$ cat src/rtl/shift_sequencer.sv
// Multi-cycle N-position shift controller driving one shared single-step shifter.
// Optional SHIFT_EARLY_EXIT_EN ends the SHIFT phase once work_reg can no longer change.
module shift_sequencer #(
    parameter int WIDTH = 16,
    parameter int CNT_W = 4
) (
    input  logic             clk,
    input  logic             rst_n,
    input  logic             req_valid,
    output logic             req_ready,
    input  logic [WIDTH-1:0] req_data,
    input  logic [1:0]       req_op,
    input  logic [CNT_W-1:0] req_amt,
    output logic [WIDTH-1:0] sh_in,
    output logic [1:0]       sh_shift,
    input  logic [WIDTH-1:0] sh_out,
    output logic             rsp_valid,
    input  logic             rsp_ready,
    output logic [WIDTH-1:0] rsp_data,
    output logic             busy
);

    typedef enum logic [1:0] {
        IDLE  = 2'd0,
        SHIFT = 2'd1,
        DONE  = 2'd2
    } state_t;

    state_t           state;
    state_t           state_nxt;
    logic [WIDTH-1:0] work_reg;
    logic [CNT_W-1:0] cnt;
    logic [1:0]       op_reg;
    logic             accept;
    logic             settled;

    assign accept = req_valid && (state == IDLE);

`ifdef SHIFT_EARLY_EXIT_EN
    // Fixed points of the shifter: further steps leave work_reg unchanged.
    always_comb begin
        settled = 1'b0;
        if (op_reg == 2'b11)
            settled = (work_reg == '0) || (work_reg == '1);
        else
            settled = (work_reg == '0);
    end
`else
    assign settled = 1'b0;
`endif

    always_ff @(posedge clk or negedge rst_n) begin
        if (!rst_n)
            state <= IDLE;
        else
            state <= state_nxt;
    end

    always_comb begin
        state_nxt = state;
        unique case (state)
            IDLE: begin
                if (req_valid)
                    state_nxt = (req_amt == '0 || req_op == 2'b00)
                              ? DONE : SHIFT;
            end
            SHIFT: begin
                if (settled || cnt == CNT_W'(1))
                    state_nxt = DONE;
            end
            DONE: begin
                if (rsp_ready)
                    state_nxt = IDLE;
            end
            default: state_nxt = IDLE;
        endcase
    end

    always_ff @(posedge clk or negedge rst_n) begin
        if (!rst_n) begin
            work_reg <= '0;
            cnt      <= '0;
            op_reg   <= 2'b00;
        end else if (accept) begin
            work_reg <= req_data;
            cnt      <= req_amt;
            op_reg   <= req_op;
        end else if (state == SHIFT && !settled) begin
            work_reg <= sh_out;
            cnt      <= cnt - CNT_W'(1);
        end
    end

    always_comb begin
        req_ready = 1'b0;
        rsp_valid = 1'b0;
        busy      = 1'b0;
        sh_shift  = 2'b00;
        unique case (state)
            IDLE:  req_ready = 1'b1;
            SHIFT: begin
                busy     = 1'b1;
                sh_shift = op_reg;
            end
            DONE: begin
                busy      = 1'b1;
                rsp_valid = 1'b1;
            end
            default: req_ready = 1'b0;
        endcase
    end

    assign sh_in    = work_reg;
    assign rsp_data = work_reg;

endmodule

$ cat config.mk
export PLATFORM = sky130hd
export DESIGN_NAME = shift_sequencer
export DESIGN_NICKNAME = d
export VERILOG_FILES = /design/src/rtl/shift_sequencer.sv
export SDC_FILE = /design/constraint.sdc
export NUM_CORES = 1
export LEC_CHECK = 0
export CORE_MARGIN = 2
export CORE_UTILIZATION = 37
export CTS_CLUSTER_SIZE = 20
export DETAILED_ROUTE_END_ITERATION = 6
export PLACE_DENSITY = 0.82
export SLEW_MARGIN = 20
export SYNTH_ARGS = -nofsm -noshare
export SYNTH_HDL_FRONTEND = slang
export SYNTH_SLANG_ARGS = --single-unit
$ cat constraint.sdc
create_clock -name clk -period 1.9 [get_ports clk]
set_input_delay 0.285 -clock clk [delete_from_list [all_inputs] [get_ports clk]]
set_output_delay 0.285 -clock clk [all_outputs]
set_load 0.02 [all_outputs]
# ---- Word-level counts from Yosys, hierarchy flattened
# Index checks and enable logic that the tools add are counted.
dict set report totals {
  reg_bits 24
  latchBits 0
  ramBits 0
  rom_bits 0
  input_bits 42
  output_inout_bits 37
  word_cells 32
  memories 0
}
dict set report op_classes {
  add_sub_neg 1
  multipliers 0
  div 0
  order_cmp 0
  eq_ne 6
  shifts 0
  mux 13
  bitwise 0
  n_reduce_logical 8
}
# op n
set ops {}
lappend ops {{$mux 16} 2}
lappend ops {{$mux 2} 5}
lappend ops {{$mux 4} 2}
lappend ops {{$ne 2x2->1 const B} 3}
lappend ops {{$pmux 2 s3} 1}
lappend ops {{$eq 4x1->1 const B} 1}
lappend ops {{$logic_not 2->1} 2}
lappend ops {{$logic_not 4->1} 1}
lappend ops {{$sub 4x1->4 const B} 1}
lappend ops {{$mux 1} 3}
lappend ops {{$reduce_and 3->1} 1}
lappend ops {{$eq 2x1->1 const B} 1}
lappend ops {{$eq 2x2->1 const B} 1}
lappend ops {{$reduce_bool 2->1} 1}
lappend ops {{$reduce_or 2->1} 1}
lappend ops {{$logic_and 1x1->1} 1}
lappend ops {{$logic_or 1x1->1} 1}

# ---- Longest topological paths before layout
# Gate-level depths: netlist of run 1.
dict set report logic_depth {
  depth_word 5
  depth_mapped 7
  mapped_depth_nobuf 5
}

# ---- Worst setup path after synthesis of run 1
# Ideal clock, no wire load.
dict set report synth_path {
  kind {reg-to-reg}
  start {register state[0]}
  end {register cnt[3]}
  setup_time_ps 125
  arrival_time_ps 1693
  t_required_ps 1775
  setup_slack_ps 82
  stages_incl_launch_ff 7
  path_buffers 2
  synth_period_minus_slack_ps 1818
  cell_sequence {dfrtp_1 -> inv_1 -> ha_1 -> and2_1 -> clkbuf_1 -> clkbuf_1 -> mux2_2}
}
dict set report synth_between {
  elab_chain_len 3
  elab_cells_between_ends 5
  cone_classes {1 x eq/ne; 1 x mux; 3 x reduce/logical}
}
# element line_no
set synth_rtl {}
lappend synth_rtl {{from (decl)} 29} ;# state_t state;
lappend synth_rtl {{from (signal assigned)} 56} ;# state <= state_nxt;
lappend synth_rtl {{$logic_not 2->1} 37} ;# assign accept = req_valid && (state == IDLE);
lappend synth_rtl {{$logic_and 1x1->1} 37}
lappend synth_rtl {{$mux 4 / $reduce_bool 2->1 (equally long branches)} n/a}
lappend synth_rtl {{to (signal assigned)} 86} ;# cnt <= req_amt;
lappend synth_rtl {{to (signal assigned)} 90} ;# cnt <= cnt - CNT_W'(1);
lappend synth_rtl {{to (decl)} 32} ;# logic [CNT_W-1:0] cnt;
# Parallel ways exist; a longest one is shown, timed or not.
# A chain may end at the register's enable or synchronous reset.

# ---- Worst setup path in the final report of run 1
dict set report layout_path {
  start {register cnt[1]}
  end {register state[0]}
}
dict set report layout_between {
  elab_chain_len 3
}
# element line_no
set layout_rtl {}
lappend layout_rtl {{$eq 4x1->1} 68} ;# if (settled || cnt == CNT_W'(1))
lappend layout_rtl {{$ne 2x2->1 (no line)} n/a}
lappend layout_rtl {{$reduce_and 3->1 (no line)} n/a}
# Every way passes these cells.

==> metrics.md, run 1 <==
| Metric | Value |
|---|---|
| Comb pwr share | 62.2% |
| Clk network pwr share | between 10% and 20% |
| Final setup violating endpoints | 0 |
| Number of post-CTS setup repair buffers | 0 |
| Global route total overflow | 0 |
| Clk sinks | 24 |
| Via count | 1184 |
| Synth Instances | 135 |
| DR vias/cell | 4.81 |
| Max reg flops | 16 |
| CTS Buf Count | 3 |
| Pins Over Slew Limit | 0 |
| Reg2reg path depth | 5 |
| Yosys cell types | 21 |
| Final Hold Viols | 0 |
| Largest net degree at the start of global routing | 25 |
| Synth Cell Area | approximately 1300 sq um |
| M3 GR Usage | 5.46% |
| Hold-fix buffers, CTS | 0 |
| Unrepaired setup endpoints after global routing | true |
| Drt total wl | 3300 um |
| FILL cells | 269 |
| Setup TNS Final | 0 ns |
| Data arrival time of the critical path | about 2.1 ns |
| CP Capture Type | flop |
| DR WL/cell | 13.4 um |
| Minimum clock period | 1.89 ns |
| Max-cap violations | 0 |
| FF-to-FF End | state[0]$_DFFE_PN0P_ |
| Status | completed |
| DIE WIDTH | 64.1 um |
| Cell area after layout | about 2100 sq um |
| Final WS setup | 0.0105 ns |
| CTS tree | built |
| # rows | 21 |
| M1 GR Usage | 17.7% |
| First-pass GRT wire length | 5430 um |
| Residual DRC | 0 |
| Share of cells above drive strength 1 | 8.00% |
| CP Launch Point | cnt[1]$_DFFE_PN0P_ |
| # IOs | 79 |
| Number of flops mapped to enable cells by yosys | 0 |
| Leakage power | 0.886 nW |
| Switch share | 41.2% |
| Synth-to-Final Area Change | 58.8% |
| Worst skew pair latency | 0.32 ns |
| Vias in the first global route | 1204 |
| Slew headroom | about three quarters |
| Hold slack | ~0.31 ns |
| PortBufs | 78 |
| Crit-path max FO | 3 |
| Gr usage total | between 15 and 20% |
| Worst R2R Start | cnt[1]$_DFFE_PN0P_ |
| Synth Warn # | 0 |
| CP Class | reg -> reg |
| CP Launch Type | flop |
| Die area | 4100 sq um |
| DP HPWL | 2620 um |
| Reg2Reg Setup Slack | 0.01 ns |
| Int Pwr | 2.08 mW |
| Diodes inserted | 0 |
| Hold Crit Class | in -> async |
| Nets | 248 |
| Required time worst endpoint | ~2.1 ns |
| Register area share after synthesis | 45.0% |
| Root Buffer Master | clkbuf_4 |
| Syn Area/Cell | around 9.9 sq um |
| Top FF cell, synth | dfrtp_1 |
| Gpl congestion | 0.723 |
| P_sw | 1.46 mW |
| Placed Area | a little over 2000 sq um |
| CTS clk-pin slew, worst paths | 0.14 ns |
| Final Cycle Share | 99.4% |
| GRT busiest layer | met2 |
| CTS H-Tree Depth | 1 |
| Initial antenna violation count | 0 |
| Drt pass-1 iters | 4 |
| Design Power | ~3.5 mW |
| Pwr per Cell Area | 1670 nW/um^2 |
| Clock Path Buffers | 2 |
| Die H | 64.1 um |
| M2 GR Usage | 30.9% |
| Register bit total from synthesis | 24 |
| Clock skew | 0.0105 ns |
| Synth async-reset ratio | 100% |
| Syn nets | 182 |
| Seq pwr share | 27.4% |
| Initial Util | about two fifths |
| DP Worst Slack | 0.0643 ns |
| Max frequency | 529 MHz |
| Initial DRC Count | 40 |
| Post-route ant nets | 0 |
| Worst slew pin tran | 0.386 ns |
| Worst VDD drop | between 0.0008 and 0.0009 V |
| CORE AREA | roughly 3400 sq um |
synthesized netlist by cell type, types with 2 or more instances:
library cell	n	area [sq um]
mux2_2	4	45.0
dfrtp_1	24	601
buf_2	2	10.0
nand2_1	21	78.8
xor2_1	2	17.5
buf_4	16	120
o21ai_0	21	105
mux2i_1	16	160
clkbuf_1	6	22.5
ha_1	5	62.6
and2_1	3	18.8
inv_1	6	22.5
power by group through the flow:
stage | registers, mW | clock network, mW | logic, mW
3_5_place_dp | 0.978 | 0 | 2.26
6_report | 0.971 | 0.370 | 2.20
3_3_place_gp | 0.952 | 0 | 2.20
4_1_cts | 0.971 | 0.379 | 2.23
5_1_grt | 1.01 | 0.400 | 2.35
2_1_floorplan | 1.15 | 0 | 1.23
repair_timing:
action / 4_1_cts / 5_1_grt
endpoints found under the setup margin: 5 / 1
pin swaps: 0 / 1
gates resized for setup: 5 / 1
worst max-delay path by stage:
stage                     cells after the start                    to  slack [ns]
after floorplan                               6    cnt[3]$_DFFE_PN0P_        0.08
after global placement                        5  state[0]$_DFFE_PN0P_        0.14
after detailed placement                      5  state[0]$_DFFE_PN0P_        0.06
after CTS                                     5  state[0]$_DFFE_PN0P_        0.02
after global routing                          5  state[0]$_DFFE_PN0P_       -0.06
final                                         5  state[0]$_DFFE_PN0P_        0.01
cells in the final DEF (no fill, tap or decap), drive strengths merged, types with 4 or more instances in the layout:
cell / n
buf: 7
clkdlybuf4s50: 73
dfrtp: 24
dlygate4sd2: 5
ha: 5
inv: 6
mux2: 4
mux2i: 16
nand2: 21
o21ai: 21
metrics by stage:
stage	utilization (%)	instances
2_1_floorplan	-	135
3_3_place_gp	61.2	242
3_5_place_dp	61.2	242
4_1_cts	62.5	246
5_1_grt	62.5	246
6_report	62.5	246
cells by family after synthesis:
| family | synth area share, % |
|---|---|
| flops | 45.0 |
| fa+ha+maj | 4.69 |
| compound gates | 9.93 |
| buf+inv | 13.1 |
| simple gates | 9.94 |
| mux | 15.4 |
| xor+xnor | 1.97 |
layout make-up:
type	instances	area, sq um	share of cell area (%)
tap	46	57.6	2.72
timing repair buffer	85	827	39.0
sequential	24	601	28.3
clock inverter	1	30.0	1.42
inverter	6	22.5	1.06
multi-input combinational	81	559	26.4
clock buffer	3	22.5	1.06
layer usage:
metal	wire [um]	part of all wire (%)
met1	1230	37
met2	1750	53
met3	281	8.5
met4	41	1.2
met5	0	0
worst max-delay path, cell delays in order (launching register included):
cell and delay, ns:
dfrtp_1 0.44, inv_2 0.07, ha_1 0.13, or3b_1 0.34
a222oi_1 0.40, mux2_2 0.39
Note: power is estimated with default switching activity, not from simulation.
==> run 2: changes to the inputs <==
Settings changed: CAP_MARGIN set to 20.
==> results of run 2 <==
The final DEF is identical to that of run 1; final timing and power are the same.
